**config.mk**
```make
export PLATFORM = sky130hd
export DESIGN_NAME = filterbank_sequencer_flat
export DESIGN_NICKNAME = d
export VERILOG_FILES = /design/src/rtl/filterbank_sequencer_if.sv /design/src/rtl/filterbank_sequencer.sv /design/src/flat_wrapper.sv
export SDC_FILE = /design/constraint.sdc
export NUM_CORES = 1
export LEC_CHECK = 0
export CAP_MARGIN = 20
export CORE_UTILIZATION = 29
export CTS_CLUSTER_DIAMETER = 200
export DETAILED_ROUTE_END_ITERATION = 8
export GPL_ROUTABILITY_DRIVEN = 0
export PLACE_DENSITY = 0.67
export SLEW_MARGIN = 20
export SYNTH_ARGS = -nofsm -noshare
export SYNTH_HDL_FRONTEND = slang
export SYNTH_SLANG_ARGS = --single-unit
export TNS_END_PERCENT = 20
```
**constraint.sdc**
```tcl
create_clock -name clock -period 1.9 [get_ports clock]
set_input_delay 0.38 -clock clock [delete_from_list [all_inputs] [get_ports clock]]
set_output_delay 0.38 -clock clock [all_outputs]
set_load 0.05 [all_outputs]
```
**src/rtl/filterbank_sequencer_if.sv**
```systemverilog
// Sample-in / band-out handshake bundle for the filterbank sequencer.
// master = upstream/downstream side, slave = sequencer.
interface filterbank_sequencer_if;
   logic in_valid;
   logic in_ready;
   logic out_valid;
   logic out_ready;

   modport master (
      output in_valid,
      input  in_ready,
      input  out_valid,
      output out_ready
   );

   modport slave (
      input  in_valid,
      output in_ready,
      output out_valid,
      input  out_ready
   );
endinterface

```
**src/rtl/filterbank_sequencer.sv**
```systemverilog
// Sequencer for the 16-band serial filterbank: accept, shift,
// step the shared MAC through symmetric tap pairs, then dump.
module filterbank_sequencer #(
   parameter int NUM_PHASES = 60,
   parameter int NUM_TAPS   = 119,
   parameter int PHASE_W    = 6,
   parameter int TAP_W      = 7,
   parameter int CNT_W      = 16
) (
   input  logic               clock,
   input  logic               reset,
   input  logic               clk_enable,
   filterbank_sequencer_if.slave hs,
   output logic               shift_en,
   output logic               mac_en,
   output logic               acc_clear,
   output logic [PHASE_W-1:0] phase,
   output logic               phase_last,
   output logic [TAP_W-1:0]   tap_lo,
   output logic [TAP_W-1:0]   tap_hi,
   output logic               busy,
   output logic [CNT_W-1:0]   sample_cnt
);

   localparam logic [PHASE_W-1:0] PH_LAST =
      PHASE_W'(NUM_PHASES - 1);
   localparam logic [TAP_W-1:0] TAP_MAX =
      TAP_W'(NUM_TAPS - 1);

   typedef enum logic [1:0] {
      IDLE, SHIFT, RUN, DUMP
   } state_t;

   state_t             state;
   state_t             state_nxt;
   logic [PHASE_W-1:0] phase_nxt;
   logic [CNT_W-1:0]   cnt_nxt;

   // State, phase and frame counter registers
   always_ff @(posedge clock) begin
      if (reset) begin
         state      <= IDLE;
         phase      <= '0;
         sample_cnt <= '0;
      end else begin
         state      <= state_nxt;
         phase      <= phase_nxt;
         sample_cnt <= cnt_nxt;
      end
   end

   // Next state; nothing moves while clk_enable is low
   always_comb begin
      state_nxt = state;
      phase_nxt = phase;
      cnt_nxt   = sample_cnt;
      if (clk_enable) begin
         unique case (state)
            IDLE: begin
               if (hs.in_valid)
                  state_nxt = SHIFT;
            end
            SHIFT: begin
               state_nxt = RUN;
               phase_nxt = '0;
            end
            RUN: begin
               if (phase == PH_LAST) begin
                  state_nxt = DUMP;
                  phase_nxt = '0;
               end else begin
                  phase_nxt = phase + PHASE_W'(1);
               end
            end
            DUMP: begin
               if (hs.out_ready) begin
                  state_nxt = IDLE;
                  cnt_nxt   = sample_cnt + CNT_W'(1);
               end
            end
            default: state_nxt = IDLE;
         endcase
      end
   end

   // Strobes and tap addresses decoded from registered state
   always_comb begin
      hs.in_ready  = (state == IDLE) & clk_enable & ~reset;
      hs.out_valid = (state == DUMP);
      shift_en     = (state == SHIFT) & clk_enable;
      mac_en       = (state == RUN) & clk_enable;
      acc_clear    = mac_en & (phase == '0);
      phase_last   = (phase == PH_LAST);
      busy         = (state != IDLE);
      tap_lo       = TAP_W'(phase);
      tap_hi       = TAP_MAX - TAP_W'(phase);
   end

endmodule
```
**src/flat_wrapper.sv**
```systemverilog
// flat-port wrapper written by rule: the top's interface ports become plain ports
module filterbank_sequencer_flat 
#(
   parameter int NUM_PHASES = 60,
   parameter int NUM_TAPS   = 119,
   parameter int PHASE_W    = 6,
   parameter int TAP_W      = 7,
   parameter int CNT_W      = 16
)
  (clock, reset, clk_enable, shift_en, mac_en, acc_clear, phase, phase_last, tap_lo, tap_hi, busy, sample_cnt, hs_in_valid, hs_in_ready, hs_out_valid, hs_out_ready);
  filterbank_sequencer_if hs_i ();
  input  logic clock;
  input  logic reset;
  input  logic clk_enable;
  output logic shift_en;
  output logic mac_en;
  output logic acc_clear;
  output logic [PHASE_W-1:0] phase;
  output logic phase_last;
  output logic [TAP_W-1:0] tap_lo;
  output logic [TAP_W-1:0] tap_hi;
  output logic busy;
  output logic [CNT_W-1:0] sample_cnt;
  input wire logic [$bits(hs_i.in_valid)-1:0] hs_in_valid;
  output wire logic [$bits(hs_i.in_ready)-1:0] hs_in_ready;
  output wire logic [$bits(hs_i.out_valid)-1:0] hs_out_valid;
  input wire logic [$bits(hs_i.out_ready)-1:0] hs_out_ready;
  assign hs_i.in_valid = hs_in_valid;
  assign hs_in_ready = hs_i.in_ready;
  assign hs_out_valid = hs_i.out_valid;
  assign hs_i.out_ready = hs_out_ready;
  filterbank_sequencer #(.NUM_PHASES(NUM_PHASES), .NUM_TAPS(NUM_TAPS), .PHASE_W(PHASE_W), .TAP_W(TAP_W), .CNT_W(CNT_W)) u_core (.clock(clock), .reset(reset), .clk_enable(clk_enable), .hs(hs_i), .shift_en(shift_en), .mac_en(mac_en), .acc_clear(acc_clear), .phase(phase), .phase_last(phase_last), .tap_lo(tap_lo), .tap_hi(tap_hi), .busy(busy), .sample_cnt(sample_cnt));
endmodule
```
==> impl_metrics.json <==
{
  "syn-num-nets": 178,
  "netlist_area_um2": 1419,
  "drc": 0,
  "worst_clock_skew_ns": 0.001706,
  "yosysMostFrequentCell": "dfxtp_1",
  "synth_seq_cells": 24,
  "cpPeakStageDelay_ns": 0.81,
  "r2r_end": "u_core.sample_cnt[15]$_SDFFE_PP0P_",
  "gr-usage-all-layers_pct": 12.39,
  "cp.required_ns": 1.52,
  "regToRegSetupSlack_ns": 0.12,
  "hpwl_um": 2337,
  "numCtsBuffers": 3,
  "grt_pass1_wl_um": 5209,
  "n_antenna_cell": 0,
  "die_w_um": 71.95,
  "seq_area_frac_synth_pct": 33.86,
  "fillers": 469,
  "ys_top_cells_by_count": "dfxtp_1, nor2_1, xnor2_1, inv_1, nand2_1",
  "crit_path_start_kind": "flop",
  "drtAntennaViolNets": 0,
  "firstDrtPassIters": 4,
  "maxCapViolCount": 0,
  "io_buffers": 46,
  "cpMaxStageDelayCell": "clkdlybuf4s50_1",
  "avgRoutedWirePerCell_um": 10.80,
  "avgSynthCellArea_um2": 8.652,
  "ir_drop_mv": 0.2813,
  "start_util_pct": 30.04,
  "p_leak_nw": 0.8652,
  "timing.fmax_mhz": 543.4,
  "arrival_ns": 1.46,
  "drv_slew": 0,
  "grt-ovfl-total": 0,
  "min_from": "u_core.sample_cnt[1]$_SDFFE_PP0P_",
  "finalSetupTns_ns": 0,
  "powerDensity_nw_per_um2": 514.2,
  "synth_area_leader_cell": "dfxtp_1",
  "worstSetupEndpointType": "output port",
  "yosysWarnings": 0,
  "vias": 1234,
  "first_global_vias": 1164,
  "cts_buffer_depth": 2,
  "critPathLaunch": "u_core.sample_cnt[0]$_SDFFE_PP0P_",
  "total_power_mw": 1.089,
  "cts_root_buf": "clkbuf_8",
  "crit_fanout": 5,
  "crit_type": "reg -> out",
  "path_cells": "clkdlybuf4s50_1",
  "holdPathEnd": "u_core.sample_cnt[1]$_SDFFE_PP0P_",
  "antenna_found_initial": 0,
  "r2r-start": "u_core.state[1]$_SDFFE_PP0P_",
  "cts_tree": "yes",
  "synth_cells": 164,
  "die_h_um": 71.95,
  "dieArea_um2": 5176,
  "htreeDepth": 1,
  "worst-r2r-cell-count": 5,
  "clock_latency_ns": 0.26,
  "rsz0062_at_grt": "false",
  "synth_top_area_share_pct": 33.86,
  "cts_sinks": 24,
  "vias_per_cell": 4.439,
  "min_path_cells": 2,
  "crit_family": "buffers and inverters",
  "drtIter0Drc": 70,
  "drive_gt1_share_pct": 37.44,
  "yosysUniqueCellTypes": 37,
  "synth_edf_count": 0,
  "fin_nets": 226,
  "num_rows": 25,
  "period_share_pct": 96.85,
  "synth-async-reset-ratio_pct": 0,
  "min_path_type": "reg -> reg",
  "synth_area_leaders": "dfxtp_1, xnor2_1, ha_1, nor2_1, buf_4",
  "grt_start_max_net_pins": 21,
  "wl_um": 3003,
  "ys.flop_type": "dfxtp_1",
  "postCtsSetupRepairBufs": 0,
  "outcome": "complete, no violations",
  "cts.clk_slew.worst_paths_ns": 0.08,
  "io_pins": 48,
  "min_period_ns": 1.840,
  "hold_viol_final": 0,
  "syn_to_final_growth_pct": 49.21,
  "setup_viol": 0,
  "coreArea_um2": 4723,
  "crit_buf_inv": 1
}
area by class of cell:
class                      instances  area (µm²)  area share (%)
sequential                        24       493.0           23.29
clock buffer                       4       55.05           2.600
tap                               67       83.83           3.960
inverter                          12       45.04           2.128
multi-input combinational        114       845.8           39.95
timing repair buffer              57       594.3           28.07
layout by cell type (no fill, tap or decap), drive strengths merged, types with 5 or more instances in the layout:
| master | synthesis | final |
|---|---|---|
| nor3 | 6 | 6 |
| xnor2 | 14 | 14 |
| dfxtp | 24 | 24 |
| xor2 | 5 | 5 |
| nand2 | 12 | 12 |
| nand3 | 8 | 8 |
| o21ai | 6 | 6 |
| buf | 12 | 50 |
| inv | 12 | 12 |
| clkdlybuf4s50 | 0 | 6 |
| ha | 9 | 9 |
| a21oi | 6 | 6 |
| nor2 | 19 | 19 |
worst reg2reg max path, cell delays in order (launching register included):
cell and delay, ns:
dfxtp_1 0.44, ha_2 0.30, nand3_4 0.14, nor4_4 0.35
nand3_1 0.13, mux2_1 0.32
cells by family (layout without fill, tap and decap cells):
logic type / count (synthesis) / after routing / synth area share (%)
buffers and inverters: 26 / 73 / 10.23
other: 1 / 1 / 0.2643
and+or+nand+nor: 66 / 66 / 27.07
muxes: 2 / 2 / 1.587
DFF: 24 / 24 / 33.86
xor gates and xnor gates: 19 / 19 / 11.73
adders and majority gates: 9 / 9 / 7.937
AOI/OAI and AO/OA: 17 / 17 / 7.320
per-stage QoR:
step	instance area, µm²	util, %	hold WS, ns	worst slack (ns)	std cells
final	2117	44.82	0.4916	0.05988	278
after global routing	2117	44.82	0.5365	0.003565	278
after CTS	2101	44.48	0.4977	0.02181	278
after detailed placement	2046	43.31	0.4856	-0.1319	274
after global placement	2046	43.31	0.4787	-0.1075	274
after floorplan	1469	-	0.5150	0.01270	164
worst max path at each step:
stage / to / slack, ns / cells past startpoint
2_1_floorplan: tap_hi[5] / 0.01 / 5
3_5_place_dp: u_core.sample_cnt[15]$_SDFFE_PP0P_ / -0.13 / 5
4_1_cts: acc_clear / 0.02 / 5
6_report: sample_cnt[0] / 0.06 / 1
5_1_grt: sample_cnt[0] / 0.004 / 1
3_3_place_gp: u_core.sample_cnt[13]$_SDFFE_PP0P_ / -0.11 / 5
per-layer routing:
| metal | share of wire (%) | vias to the layer above | track usage (%) |
|---|---|---|---|
| met3 | 4.5 | 4 | 2.083 |
| met4 | 1.4 | 0 | 4.575 |
| met2 | 49 | 27 | 20.44 |
| met1 | 45 | 571 | 16.32 |
| li1 | - | 632 | - |
| met5 | 0 | - | 0 |
power by group:
group          internal [mW]  switching (mW)  total [mW]
sequential             0.509          0.0101       0.519
combinational         0.0889           0.136       0.225
clock                  0.185           0.160       0.345
sequential cells by signal (all words and copies together), names as in the netlist:
| register | count |
|---|---|
| u_core.phase | 6 |
| u_core.sample_cnt | 16 |
| u_core.state | 2 |
timing repair:
action | in CTS | in global routing
gates cloned | 0 | 0
hold buffers | 0 | 0
resized for setup | 2 | 3
endpoints found under the setup margin | 2 | 3
Note: power is estimated with default switching activity, not from simulation.
